## src/rtl/vga_timing_ctrl.sv

```systemverilog
// -----------------------------------------------------------------------------
// vga_timing_ctrl
//   Parametrised VGA raster generator. Produces the frame-buffer fetch address
//   for the current pixel and, RD_LAT pixel-enable cycles later, the matching
//   sync / data-enable / colour outputs, so returned pixel data lines up with
//   the timing it belongs to.
//
// Ports
//   clk          system clock
//   rst          synchronous active-high reset
//   en           pixel-rate enable; the raster advances only when en=1
//   q            pixel data {r,g,b} from the frame buffer
//   addr         {cur_y, cur_x} of the pixel being fetched (stage 0)
//   hs, vs, de   horizontal sync, vertical sync, active video (delayed)
//   r, g, b      colour outputs, forced to 0 outside active video
//   line_start   one-clk pulse after the horizontal counter wraps
//   frame_start  one-clk pulse after both counters wrap together
// -----------------------------------------------------------------------------
module vga_timing_ctrl #(
    parameter int H_ACTIVE = 640,
    parameter int H_FP     = 16,
    parameter int H_SYNC   = 96,
    parameter int H_BP     = 48,
    parameter int V_ACTIVE = 480,
    parameter int V_FP     = 10,
    parameter int V_SYNC   = 2,
    parameter int V_BP     = 33,
    parameter bit SYNC_POL = 1'b0,
    parameter int COLOR_W  = 3,
    parameter int COORD_W  = 16,
    parameter int RD_LAT   = 1
) (
    input  logic                   clk,
    input  logic                   rst,
    input  logic                   en,
    input  logic [3*COLOR_W-1:0]   q,
    output logic [2*COORD_W-1:0]   addr,
    output logic                   hs,
    output logic                   vs,
    output logic                   de,
    output logic [COLOR_W-1:0]     r,
    output logic [COLOR_W-1:0]     g,
    output logic [COLOR_W-1:0]     b,
    output logic                   line_start,
    output logic                   frame_start
);

    localparam int H_TOTAL = H_ACTIVE + H_FP + H_SYNC + H_BP;
    localparam int V_TOTAL = V_ACTIVE + V_FP + V_SYNC + V_BP;

    if (RD_LAT < 1 || RD_LAT > 4) begin : g_chk_lat
        $error("vga_timing_ctrl: RD_LAT must be in 1..4");
    end
    if (longint'(H_TOTAL) > (longint'(1) << COORD_W)) begin : g_chk_htotal
        $error("vga_timing_ctrl: H_TOTAL does not fit in COORD_W");
    end
    if (longint'(V_TOTAL) > (longint'(1) << COORD_W)) begin : g_chk_vtotal
        $error("vga_timing_ctrl: V_TOTAL does not fit in COORD_W");
    end

    localparam logic [COORD_W-1:0] H_LAST = COORD_W'(H_TOTAL - 1);
    localparam logic [COORD_W-1:0] V_LAST = COORD_W'(V_TOTAL - 1);

    // Region boundaries carry one extra bit: a sync pulse ending exactly at
    // the total would otherwise truncate to 0 when the total is 2^COORD_W.
    localparam logic [COORD_W:0] H_ACT_END  = (COORD_W+1)'(H_ACTIVE);
    localparam logic [COORD_W:0] H_SYNC_BEG = (COORD_W+1)'(H_ACTIVE + H_FP);
    localparam logic [COORD_W:0] H_SYNC_END = (COORD_W+1)'(H_ACTIVE + H_FP + H_SYNC);
    localparam logic [COORD_W:0] V_ACT_END  = (COORD_W+1)'(V_ACTIVE);
    localparam logic [COORD_W:0] V_SYNC_BEG = (COORD_W+1)'(V_ACTIVE + V_FP);
    localparam logic [COORD_W:0] V_SYNC_END = (COORD_W+1)'(V_ACTIVE + V_FP + V_SYNC);

    logic [COORD_W-1:0] cur_x;
    logic [COORD_W-1:0] cur_y;
    logic [COORD_W:0]   x_ext;
    logic [COORD_W:0]   y_ext;
    logic               x_wrap;
    logic               y_wrap;
    logic               hs0;
    logic               vs0;
    logic               de0;

    logic [RD_LAT-1:0]  hs_pipe;
    logic [RD_LAT-1:0]  vs_pipe;
    logic [RD_LAT-1:0]  de_pipe;

    assign x_ext  = {1'b0, cur_x};
    assign y_ext  = {1'b0, cur_y};
    assign x_wrap = (cur_x == H_LAST);
    assign y_wrap = (cur_y == V_LAST);

    // Stage-0 timing terms for the pixel currently being fetched.
    assign hs0 = (x_ext >= H_SYNC_BEG && x_ext < H_SYNC_END) ? SYNC_POL : ~SYNC_POL;
    assign vs0 = (y_ext >= V_SYNC_BEG && y_ext < V_SYNC_END) ? SYNC_POL : ~SYNC_POL;
    assign de0 = (x_ext < H_ACT_END) && (y_ext < V_ACT_END);

    assign addr = {cur_y, cur_x};

    // Raster counters and line/frame strobes.
    // NOTE: sequential state uses non-blocking assignments so every register
    // samples pre-edge values; blocking here would let cur_y see the new cur_x.
    always_ff @(posedge clk) begin
        if (rst) begin
            cur_x       <= '0;
            cur_y       <= '0;
            line_start  <= 1'b0;
            frame_start <= 1'b0;
        end else begin
            // Strobes are recomputed every clk so they never stretch across
            // idle (en=0) cycles.
            line_start  <= en && x_wrap;
            frame_start <= en && x_wrap && y_wrap;
            if (en) begin
                cur_x <= x_wrap ? '0 : cur_x + 1'b1;
                if (x_wrap) begin
                    cur_y <= y_wrap ? '0 : cur_y + 1'b1;
                end
            end
        end
    end

    // Delay line matching the frame-buffer read latency.
    // NOTE: unlike a data memory, this shift register is reset: its last stage
    // drives the sync pins, which must sit at their inactive level out of reset.
    always_ff @(posedge clk) begin
        if (rst) begin
            hs_pipe <= {RD_LAT{~SYNC_POL}};
            vs_pipe <= {RD_LAT{~SYNC_POL}};
            de_pipe <= '0;
        end else if (en) begin
            hs_pipe[0] <= hs0;
            vs_pipe[0] <= vs0;
            de_pipe[0] <= de0;
            for (int i = 1; i < RD_LAT; i++) begin
                hs_pipe[i] <= hs_pipe[i-1];
                vs_pipe[i] <= vs_pipe[i-1];
                de_pipe[i] <= de_pipe[i-1];
            end
        end
    end

    assign hs = hs_pipe[RD_LAT-1];
    assign vs = vs_pipe[RD_LAT-1];
    assign de = de_pipe[RD_LAT-1];

    // Colour gating: blank outside active video.
    // NOTE: every output gets a default before the if, so no latch is inferred.
    always_comb begin
        r = '0;
        g = '0;
        b = '0;
        if (de) begin
            r = q[3*COLOR_W-1:2*COLOR_W];
            g = q[2*COLOR_W-1:COLOR_W];
            b = q[COLOR_W-1:0];
        end
    end

endmodule

```

## config.mk

```make
export PLATFORM = sky130hd
export DESIGN_NAME = vga_timing_ctrl
export DESIGN_NICKNAME = d
export VERILOG_FILES = /design/src/rtl/vga_timing_ctrl.sv
export SDC_FILE = /design/constraint.sdc
export NUM_CORES = 1
export LEC_CHECK = 0
export BUFFER_PORTS_ARGS = -buffer_cell sky130_fd_sc_hd__buf_2
export CAP_MARGIN = 5
export CORE_UTILIZATION = 55
export DETAILED_ROUTE_END_ITERATION = 10
export HOLD_SLACK_MARGIN = 0.06
export PLACE_DENSITY = 0.84
export SYNTH_ARGS = -nofsm -noshare
export SYNTH_HDL_FRONTEND = slang
export SYNTH_SLANG_ARGS = --single-unit
```

## constraint.sdc

```tcl
create_clock -name clk -period 3.1 [get_ports clk]
set_input_delay 0.155 -clock clk [delete_from_list [all_inputs] [get_ports clk]]
set_output_delay 0.155 -clock clk [all_outputs]
set_load 0.005 [all_outputs]
```

# Word-level counts from Yosys, hierarchy flattened
# Cells that the tools add are included.
# Widths: inputs -> output; s select.
# totals
reg_bits,37
latch_bits,0
mem_bits_rw,0
romBits,0
out_inout_bits,46
n_memories,0
# op_classes
addsub,2
multipliers,0
div_mod_pow,0
order_cmp,6
n_eq_ne,2
shifts,0
n_mux,7
bitwise_logic,0
n_reduce_logical,6
# ops
cell,count
$add 16x1->16 const B,2
$eq 16x10->1 const B,2
$lt 16x10->1 const B,2
$lt 16x9->1 const B,2
$mux 16,2
$ge 16x10->1 const B,1
$ge 16x9->1 const B,1
$mux 3,3
$logic_and 1x1->1,5
$mux 1,2
$reduce_and 2->1,1

# Depth between registers and ports, before layout
# Gate-level depths: netlist (run 1).
# logic_depth
word_depth,3
depth_mapped,8

# Worst setup path before layout (run 1)
# Ideal clock, no wire load.
# synth_path
kind,register to register
from,register cur_y[1]
to,register cur_y[14]
setup_time_ns,0.117
arrival_ns,1.794
required_ns,2.983
slack_ns,1.189
path_stages_with_launch,7
path_buffers,0
period_less_slack_ns,1.911
cell_sequence,dfxtp_1 -> ha_1 -> nand3_1 -> nor3_1 -> and4_1 -> mux2_1 -> a22o_1
# synth_via
elab_chain_cells,2
# synth_lines
item,line,text
start: declaration,74,logic [COORD_W-1:0] cur_y;
start signal: assignment,116,cur_y <= y_wrap ? '0 : cur_y + 1'b1;
$add 16x1->16 or $eq 16x10->1 (tied branches),"116, 90",
$mux 16 (*),116,
# Every way passes the cells marked *; elsewhere a longest branch is shown, timed or not.
# A chain may end at the register's enable or synchronous reset.

# Final worst setup path (run 1)
# Same ends and word-level chain as after synthesis.

==> results.yml, run 1 <==
outcome:
  outcome: "complete, no violations"
finish:
  fillers: 313
  layout-drive-gt1-share_pct: 25.09
  design_area_um2: 2323
  area_delta_synth_final_pct: 17.61
  final_nets: 304
  antenna_cells: 0
  fin_cells: 333
power_and_ir_drop:
  intPower_mw: 0.6126
  p_leak_nw: 0.9970
  seqPwrFrac_pct: 61.5
  ir_drop_uv: 207.8
  p_comb_share_pct: 6.2
  p_per_area_nw_per_um2: 344.1
  switching_share_pct: 23.39
  p_clk_share_pct: 32.2
  p_sw_mw: 0.1870
logic_synthesis:
  synthTopCellsByArea: "dfxtp_1, nor2_1, xor2_1, nand2_1, nor4_4"
  synth_nets: 250
  syn-cell-area_um2: 1976
  ys.flop_type: "dfxtp_1"
  ys_types: 43
  synth_top_area_share_pct: 37.49
  synth_top_cell_by_area: "dfxtp_1"
  synth_area_per_cell_um2: 8.479
  synthArstFlopShare_pct: 0
  ys_seq_area_share_pct: 37.49
  synth_seq_cells: 37
  syn_inst: 233
  synth_edf_count: 0
  yosysWarnings: 0
clock_tree:
  clk_pin_slew_worst_paths_ps: 110
  htreeDepth: 2
  post_cts_buffers: 0
  clkSinkCount: 37
  cts_tree: "done"
  cts_resized: 0
  insertion_delay_ps: 340
  clock_path_buffers: 2
  cts_root_buf: "clkbuf_4"
  cts_buffers: 5
  cts_hold_buf: 0
critical_path:
  crit_path_max_fanout: 8
  crit_type: "reg2reg"
  cp-start-kind: "register"
  max_stage_delay_ps: 470
  cp-end-kind: "register"
  crit_buf_inv: 0
  worstPathRequired_ps: 3340
  slowest_stage: "dfxtp_1"
  worstPathArrival_ps: 2380
  crit_family: "simple AND/OR/NAND/NOR gates"
  worstPathCellList: "ha_1 -> nand3_1 -> nor3_1 -> and4_1 -> mux2_1 -> a22o_1"
timing:
  drv_slew: 0
  fin_crit_sh_pct: 68.95
  slew_headroom_pct: 62.62
  setup_violations: 0
  skew_ps: 7.819
  setup_slack_ps: 962.7
  period_needed_ps: 2137
  max_freq_ghz: 0.4679
  max_slew.worst_pin.slew_ps: 555.6
  fin_setup_tns_ps: 0
  hold_viol_final: 0
  rsz0062_at_grt: "false"
place:
  placed_cell_area_um2: 2268
  globalplace.congestion: 0.8111
  post-place-ws_ps: 1010
  dp_cells: 326
  dpl.hpwl_um: 3216
  numPortBuffers: 57
floorplanning:
  io_pins: 58
  rows: 21
  die_h_um: 61.94
  core_area_um2: 3390
  start_util_pct: 58.29
  fp.dieW_um: 61.94
  die-area_um2: 3836
grt:
  grtUsageTotal_pct: 24.52
  grt_max_degree: 21
  top_usage_layer: "met2"
  met1_usage_pct: 32.39
  grt_pass1_vias: 1533
  grt_first_pass_wirelength_um: 6879
  grt_overflow: 0
  use_met2_pct: 38.25
  antenna_found_initial: 0
  grt_use_met3_pct: 7.453
detailed_routing:
  drcViolationCount: 0
  final_antenna_net_count: 0
  dr.first_iter.drc_count: 106
  totalWireLength_um: 4394
  avgRoutedWirePerCell_um: 13.20
  viasPerCell: 5.456
  route.vias.total: 1817
  drtPass1Iterations: 4
run:
  drv_cap: 0
hold_path:
  hold_path_class: "in2reg"
==> cells in the mapped netlist (all sizes together), types with 2 or more instances <==
library cell   n
nor4           7
nand2         18
xnor2          7
a21oi          7
o31ai          6
xor2           9
or3            2
nor2b          2
o21ai         11
buf            6
nor3          10
a211oi         3
nand2b         4
and4           6
nor4bb         2
mux2           2
nor2          29
nand4          9
inv            9
dfxtp         37
ha             5
and2           9
nor4b          2
clkbuf         4
and3           5
mux2i          2
nand3         12
==> final timing paths <==
kind / startpoint / to / slack, ps / cells after the start
min reg2reg: vs$_SDFFE_PP1P_ / vs$_SDFFE_PP1P_ / 510 / 2
min: rst / cur_x[4]$_SDFFE_PP0P_ / 200 / 2
max reg2reg: cur_y[1]$_SDFFE_PP0P_ / cur_y[14]$_SDFFE_PP0P_ / 960 / 6
max: cur_y[1]$_SDFFE_PP0P_ / cur_y[14]$_SDFFE_PP0P_ / 960 / 6
==> cell type report <==
cell class	count	area [um2]	area share, %
multi-input combinational	177	1151	49.54
sequential	37	740.7	31.88
timing repair buffer	57	285.3	12.28
tap	46	57.56	2.477
clock buffer	7	55.05	2.369
inverter	9	33.78	1.454
==> sequential cells by signal (all words and copies together), names as in the netlist <==
register     count
frame_start      1
line_start       1
cur_y           16
vs               1
de               1
cur_x           16
hs               1
==> logic make-up (layout without fill, tap and decap cells) <==
family / Yosys count / count (layout) / share of synthesized area, %
mux: 4 / 4 / 2.153
fa+ha+maj: 5 / 5 / 3.167
compound gates: 30 / 30 / 9.373
simple gates: 122 / 122 / 36.48
flops: 37 / 37 / 37.49
buf+inv: 19 / 73 / 4.243
xor+xnor: 16 / 16 / 7.093
==> stage by stage <==
stage,power (mW),util [%],hold WS [ps]
floorplan,0.5292,-,284.1
global placement,0.5513,66.93,454.1
detailed placement,0.5528,66.93,487.0
CTS,0.8045,68.55,181.6
global route,0.8377,68.55,202.5
finish,0.7996,68.55,200.1
==> metal layers <==
metal | vias to the layer above | routed length (um)
met5 | - | 0
met4 | 0 | 46
met3 | 6 | 213
met2 | 53 | 2036
met1 | 830 | 2096
li1 | 928 | -
==> power groups by stage <==
| stage | clock [mW] | combinational [mW] | sequential [mW] |
|---|---|---|---|
| 4_1_cts | 0.262 | 0.0506 | 0.491 |
| 6_report | 0.258 | 0.0497 | 0.492 |
| 3_5_place_dp | 0 | 0.0504 | 0.502 |
| 2_1_floorplan | 0 | 0.0287 | 0.501 |
| 3_3_place_gp | 0 | 0.0498 | 0.501 |
| 5_1_grt | 0.287 | 0.0570 | 0.494 |
==> layout by cell type, fill, tap and decap left out, types with 2 or more instances in the layout <==
master	Yosys	final
nand2b_1	4	4
or3_1	2	2
nand2_1	18	18
nand4_1	8	8
a21oi_1	7	7
dfxtp_1	37	37
nor4_1	4	4
xnor2_1	7	7
inv_1	9	9
nor3_1	10	10
nor2_1	29	29
ha_1	5	5
and4_1	6	6
o21ai_1	2	2
a211oi_1	2	2
clkbuf_4	0	5
and3_1	4	4
nor4bb_1	2	2
and2_1	9	9
o31ai_1	6	6
nand3_1	12	12
buf_2	4	57
nor4_4	3	3
mux2i_1	2	2
o21ai_0	9	9
nor4b_1	2	2
xor2_1	9	9
nor2b_1	2	2
(Power assumes the default switching activity.)
==> inputs of run 2 (changes only) <==
CORE_UTILIZATION = 51   (was 55)
PLACE_DENSITY = 0.79   (was 0.84)
clock period = 2.2 ns   (was 3.1 ns; I/O delays follow)
==> run 2 against run 1 <==
  * Combinational power grew 45%
  * Global-route usage shrank 0.36 points
  * Sequential power grew 41%
  * Critical path depth shrank 1
  * Total power grew 61%
  * Routed wire length grew 6.3%
  * Die area grew 7.6%
  * Via count grew 3.9%
  * Largest cell class unchanged
  * Highest routed layer unchanged
==> results.yml, run 2 (synthesis results as in run 1) <==
finish:
  antenna_cells: 0
  top_regs: "cur_x x16, cur_y x16"
  final_common_cell: "buf_2"
  fin_cells: 342
  fin_util_pct: 65.54
  final_nets: 310
  design_area_um2: 2417
  final_cell_mix: "buf_2, dfxtp_1, nor2_1"
  layout-drive-gt1-share_pct: 27.21
  area_delta_synth_final_pct: 22.36
floorplanning:
  die_h_um: 64.24
  fp.dieW_um: 64.24
  io_pins: 58
  start_util_pct: 53.56
  die-area_um2: 4127
  core_area_um2: 3689
  rows: 22
clock_tree:
  htreeDepth: 2
  cts_resized: 0
  clk_pin_slew_worst_paths_ps: 70
  cts_tree: "done"
  insertion_delay_ps: 290
  cts_hold_buf: 0
  clock_path_buffers: 2
  cts_buffers: 5
  cts_root_buf: "clkbuf_8"
  post_cts_buffers: 0
  clkSinkCount: 37
timing:
  fin_setup_tns_ps: 0
  hold_ws_ps: 212.2
  rsz0062_at_grt: "false"
  hold_viol_final: 0
  skew_ps: 8.214
  max_freq_ghz: 0.5164
  drv_slew: 0
  max_slew.worst_pin.slew_ps: 595.2
  fin_crit_sh_pct: 88.02
  period_needed_ps: 1936
  slew_headroom_pct: 59.95
  setup_violations: 0
place:
  dpl.hpwl_um: 3407
  dp_cells: 334
  placed_cell_area_um2: 2316
  numPortBuffers: 57
  globalplace.congestion: 0.8670
detailed_routing:
  drcViolationCount: 0
  viasPerCell: 5.520
  avgRoutedWirePerCell_um: 13.66
  totalWireLength_um: 4671
  dr.first_iter.drc_count: 68
  final_antenna_net_count: 0
  drtPass1Iterations: 4
  route.vias.total: 1888
power_and_ir_drop:
  p_leak_nw: 1.053
  ir_drop_uv: 430.8
  p_clk_share_pct: 40.5
  seqPwrFrac_pct: 53.9
  switching_share_pct: 22.55
  p_sw_mw: 0.2899
  p_per_area_nw_per_um2: 531.8
  intPower_mw: 0.9956
  p_comb_share_pct: 5.6
grt:
  grt_first_pass_wirelength_um: 7879
  grtUsageTotal_pct: 24.17
  antenna_found_initial: 0
  grt_overflow: 0
  grt_max_degree: 21
  grt_pass1_vias: 1719
critical_path:
  crit_path_max_fanout: 10
  cp-end-kind: "register"
  worstPathRequired_ps: 2370
  crit_type: "reg2reg"
  cp-start-kind: "register"
  worstPathArrival_ps: 2110
outcome:
  outcome: "complete, no violations"
hold_path:
  hold_path_class: "in2reg"
run:
  drv_cap: 0
-- run 2: stage by stage --
stage                     setup WS [ps]  power [mW]
after floorplan                   289.2      0.7457
after global placement            346.2      0.7772
after detailed placement          266.5      0.7799
after CTS                         253.2       1.289
after global routing              131.6       1.331
final                             263.5       1.285
-- run 2: layout make-up --
| cell class | instances | area (um2) |
|---|---|---|
| Timing Repair Buffer | 63 | 330.3 |
| Clock inverter | 1 | 5.005 |
| Fill cell | 322 | 1271 |
| Tap cell | 48 | 60.06 |
| Multi-Input combinational cell | 177 | 1151 |
| Inverter | 9 | 33.78 |
| Sequential cell | 37 | 740.7 |
| Clock buffer | 7 | 96.34 |
-- run 2: power by group through the flow --
stage | registers, mW | logic (mW) | clock network, mW
4_1_cts | 0.692 | 0.0725 | 0.525
3_5_place_dp | 0.708 | 0.0722 | 0
3_3_place_gp | 0.706 | 0.0711 | 0
6_report | 0.692 | 0.0723 | 0.521
2_1_floorplan | 0.705 | 0.0405 | 0
5_1_grt | 0.694 | 0.0796 | 0.558
-- run 2: worst paths after layout --
path / startpoint / cells past startpoint / to / slack, ps
setup / recovery: cur_x[0]$_SDFFE_PP0P_ / 5 / cur_y[13]$_SDFFE_PP0P_ / 260
setup reg to reg: cur_x[0]$_SDFFE_PP0P_ / 5 / cur_y[13]$_SDFFE_PP0P_ / 260
hold reg to reg: vs$_SDFFE_PP1P_ / 2 / vs$_SDFFE_PP1P_ / 480
hold / removal: rst / 2 / cur_y[6]$_SDFFE_PP0P_ / 210
-- run 2: critical path, cell delays in order, from the launching register on --
cell	delay (ps)
dfxtp_1	420
ha_1	210
and4_1	300
nand4_4	190
nor4_1	340
mux2_2	370
-- run 2: per-layer routing --
metal | track usage [%] | up-vias | share of wire, %
li1 | - | 944 | -
met3 | 5.357 | 6 | 4.6
met1 | 30.45 | 891 | 46
met2 | 40.00 | 47 | 48
met4 | 8.889 | 0 | 1.0
met5 | 0 | - | 0
==> inputs of run 3 (changes only) <==
ABC_AREA = 1   (was default)
CORE_UTILIZATION = 53   (was 51)
PLACE_DENSITY = 0.8   (was 0.79)
==> run 3 against run 2 <==
  * Die area grew 6.3%
  * Via count increased by 27%
  * Cell count increased by 36%
  * Global-route usage increased by 2.1 points
  * First-iteration DRC count increased to 3.3 times the previous value
  * Core utilization increased by 2.5 points
  * Critical path type unchanged
==> results.yml, run 3 <==
finish:
  top_regs: "cur_x x16, cur_y x16"
  antenna_cells: 0
  final_common_cell: "nand2_1"
  final_nets: 432
  area_delta_synth_final_pct: 18.14
  final_cell_mix: "nand2_1, nor2_1, buf_2"
  fillers: 365
  layout-drive-gt1-share_pct: 18.51
  fin_util_pct: 68.02
timing:
  fin_crit_sh_pct: 77.96
  max_freq_ghz: 0.5831
  fin_setup_tns_ps: 0
  hold_viol_final: 0
  skew_ps: 2.657
  slew_headroom_pct: 66.95
  setup_violations: 0
  rsz0062_at_grt: "false"
  max_slew.worst_pin.slew_ps: 495.2
  period_needed_ps: 1715
  drv_slew: 0
logic_synthesis:
  ys.flop_type: "dfxtp_1"
  ys_top_cells_by_count: "nand2_1, nor2_1, inv_1, dfxtp_1, nand3_1"
  synth_seq_cells: 37
  synth_top_cell_by_area: "dfxtp_1"
  synthTopCellsByArea: "dfxtp_1, nand2_1, nor2_1, nand3_1, inv_1"
  synth_area_per_cell_um2: 6.126
  ys_seq_area_share_pct: 33.87
  synth_most_common_cell: "nand2_1"
  ys_types: 27
  synth_edf_count: 0
  synth_nets: 374
  synth_top_area_share_pct: 33.87
  syn_inst: 357
  yosysWarnings: 0
  synthArstFlopShare_pct: 0
  syn-cell-area_um2: 2187
critical_path:
  worstPathRequired_ps: 2420
  reg2reg_depth: 7
  cp-start-kind: "register"
  worstPathArrival_ps: 1930
  crit_type: "reg2reg"
  r2r_end: "cur_y[13]$_SDFFE_PP0P_"
  worstReg2RegStart: "cur_x[0]$_SDFFE_PP0P_"
  r2r_slack_ps: 480
  crit_path_max_fanout: 11
  cp-end-kind: "register"
detailed_routing:
  final_antenna_net_count: 0
  drtPass1Iterations: 4
  drcViolationCount: 0
  totalWireLength_um: 5206
  wl_met3_um: 376
  highest_layer: "met4"
  route.vias.total: 2403
  wl_met1_um: 2502
  dr.first_iter.drc_count: 226
  viasPerCell: 5.179
  avgRoutedWirePerCell_um: 11.22
  wl_met2_um: 2297
grt:
  grt_overflow: 0
  grt_pass1_vias: 2051
  grtUsageTotal_pct: 26.24
  antenna_found_initial: 0
  grt_max_degree: 21
  grt_first_pass_wirelength_um: 8873
clock_tree:
  cts_root_buf: "clkbuf_8"
  cts_resized: 0
  cts_tree: "done"
  cts_hold_buf: 0
  post_cts_buffers: 0
  cts_buffers: 5
  clk_pin_slew_worst_paths_ps: 70
  clkSinkCount: 37
  clock_path_buffers: 2
  htreeDepth: 2
  insertion_delay_ps: 290
floorplanning:
  die-area_um2: 4388
  start_util_pct: 57.58
  fp.dieW_um: 66.24
  core_area_um2: 3799
  io_pins: 58
  rows: 22
  die_h_um: 66.24
place:
  globalplace.congestion: 0.8575
  dpl.hpwl_um: 3908
  numPortBuffers: 57
outcome:
  outcome: "complete, no violations"
hold_path:
  hold_path_class: "in2reg"
  hold_path_end: "cur_x[0]$_SDFFE_PP0P_"
  min-delay-start: "en"
  min_path_cells: 3
run:
  drv_cap: 0
power_and_ir_drop:
  ir_drop_uv: 370.1
  p_per_area_nw_per_um2: 470.5
  p_leak_nw: 1.283
==> run 3: cell types whose count changed in the layout (fill, tap and decap cells not counted), sizes merged, moves of 5 or more <==
cell	previous run	this run
a21oi	7	22
and2	9	0
and3	5	0
and4	6	0
buf	63	57
inv	9	48
nand2	18	99
nand3	12	35
nor2	29	64
nor4	7	1
o31ai	6	0
xnor2	7	0
xor2	9	3
==> run 3: how the worst max path moves through the flow <==
| stage | from | to | cells after the start |
|---|---|---|---|
| 5_1_grt | cur_x[0]$_SDFFE_PP0P_ | cur_y[7]$_SDFFE_PP0P_ | 7 |
| 4_1_cts | cur_x[0]$_SDFFE_PP0P_ | cur_y[13]$_SDFFE_PP0P_ | 7 |
| 2_1_floorplan | cur_x[0]$_SDFFE_PP0P_ | cur_y[2]$_SDFFE_PP0P_ | 9 |
| 3_3_place_gp | cur_x[1]$_SDFFE_PP0P_ | cur_y[11]$_SDFFE_PP0P_ | 9 |
| 3_5_place_dp | cur_x[0]$_SDFFE_PP0P_ | cur_y[12]$_SDFFE_PP0P_ | 7 |
| 6_report | cur_x[0]$_SDFFE_PP0P_ | cur_y[13]$_SDFFE_PP0P_ | 7 |
==> run 3: area by class of cell <==
type                            count  area (um2)  share of cell area, %
Sequential cell                    37       740.7                  28.67
Multi-Input combinational cell    265        1227                  47.51
Timing Repair Buffer               57       285.3                  11.04
Inverter                           49       183.9                  7.119
Tap cell                           48       60.06                  2.324
Clock buffer                        5       68.82                  2.663
Clock inverter                      3       17.52                 0.6780
==> run 3: where the power goes <==
part	switching (mW)	total (mW)	internal, mW
logic	0.0401	0.0676	0.0276
clock network	0.246	0.465	0.219
registers	0.00792	0.683	0.675
total	0.294	1.22	0.921
==> run 3: metrics by stage <==
stage	hold WS [ps]	instances	setup slack [ps]	area, um2	total power [mW]
2_1_floorplan	300.9	357	755.8	2187	0.7362
3_3_place_gp	450.3	456	529.7	2497	0.7649
3_5_place_dp	458.7	456	532.7	2497	0.7662
4_1_cts	189.9	464	469.7	2584	1.227
5_1_grt	200.3	464	235.6	2584	1.267
6_report	187.1	464	484.9	2584	1.216
==> run 3: metal layers <==
layer  GRT usage, %  vias to the layer above
met5              0                        -
met4          7.447                        0
met3          4.655                        5
met2          42.35                       82
met1          35.50                     1064
li1               -                     1252
==> run 3: kinds of logic after synthesis <==
group / after synthesis / share of synthesized area, %
AO/OA/AOI/OAI: 35 / 8.353
flip-flops: 37 / 33.87
AND/OR/NAND/NOR: 222 / 43.71
buffers and inverters: 55 / 10.01
adder cells (fa/ha/maj): 5 / 2.860
XOR/XNOR: 3 / 1.202
==> run 3: worst max-delay path, stage by stage (launching register included) <==
cell and delay [ps]:
dfxtp_1 390, ha_1 240, nand3_1 110, nor2_2 130, nand2_1 70, nor2_2 390
nand3_1 140, a21oi_1 160
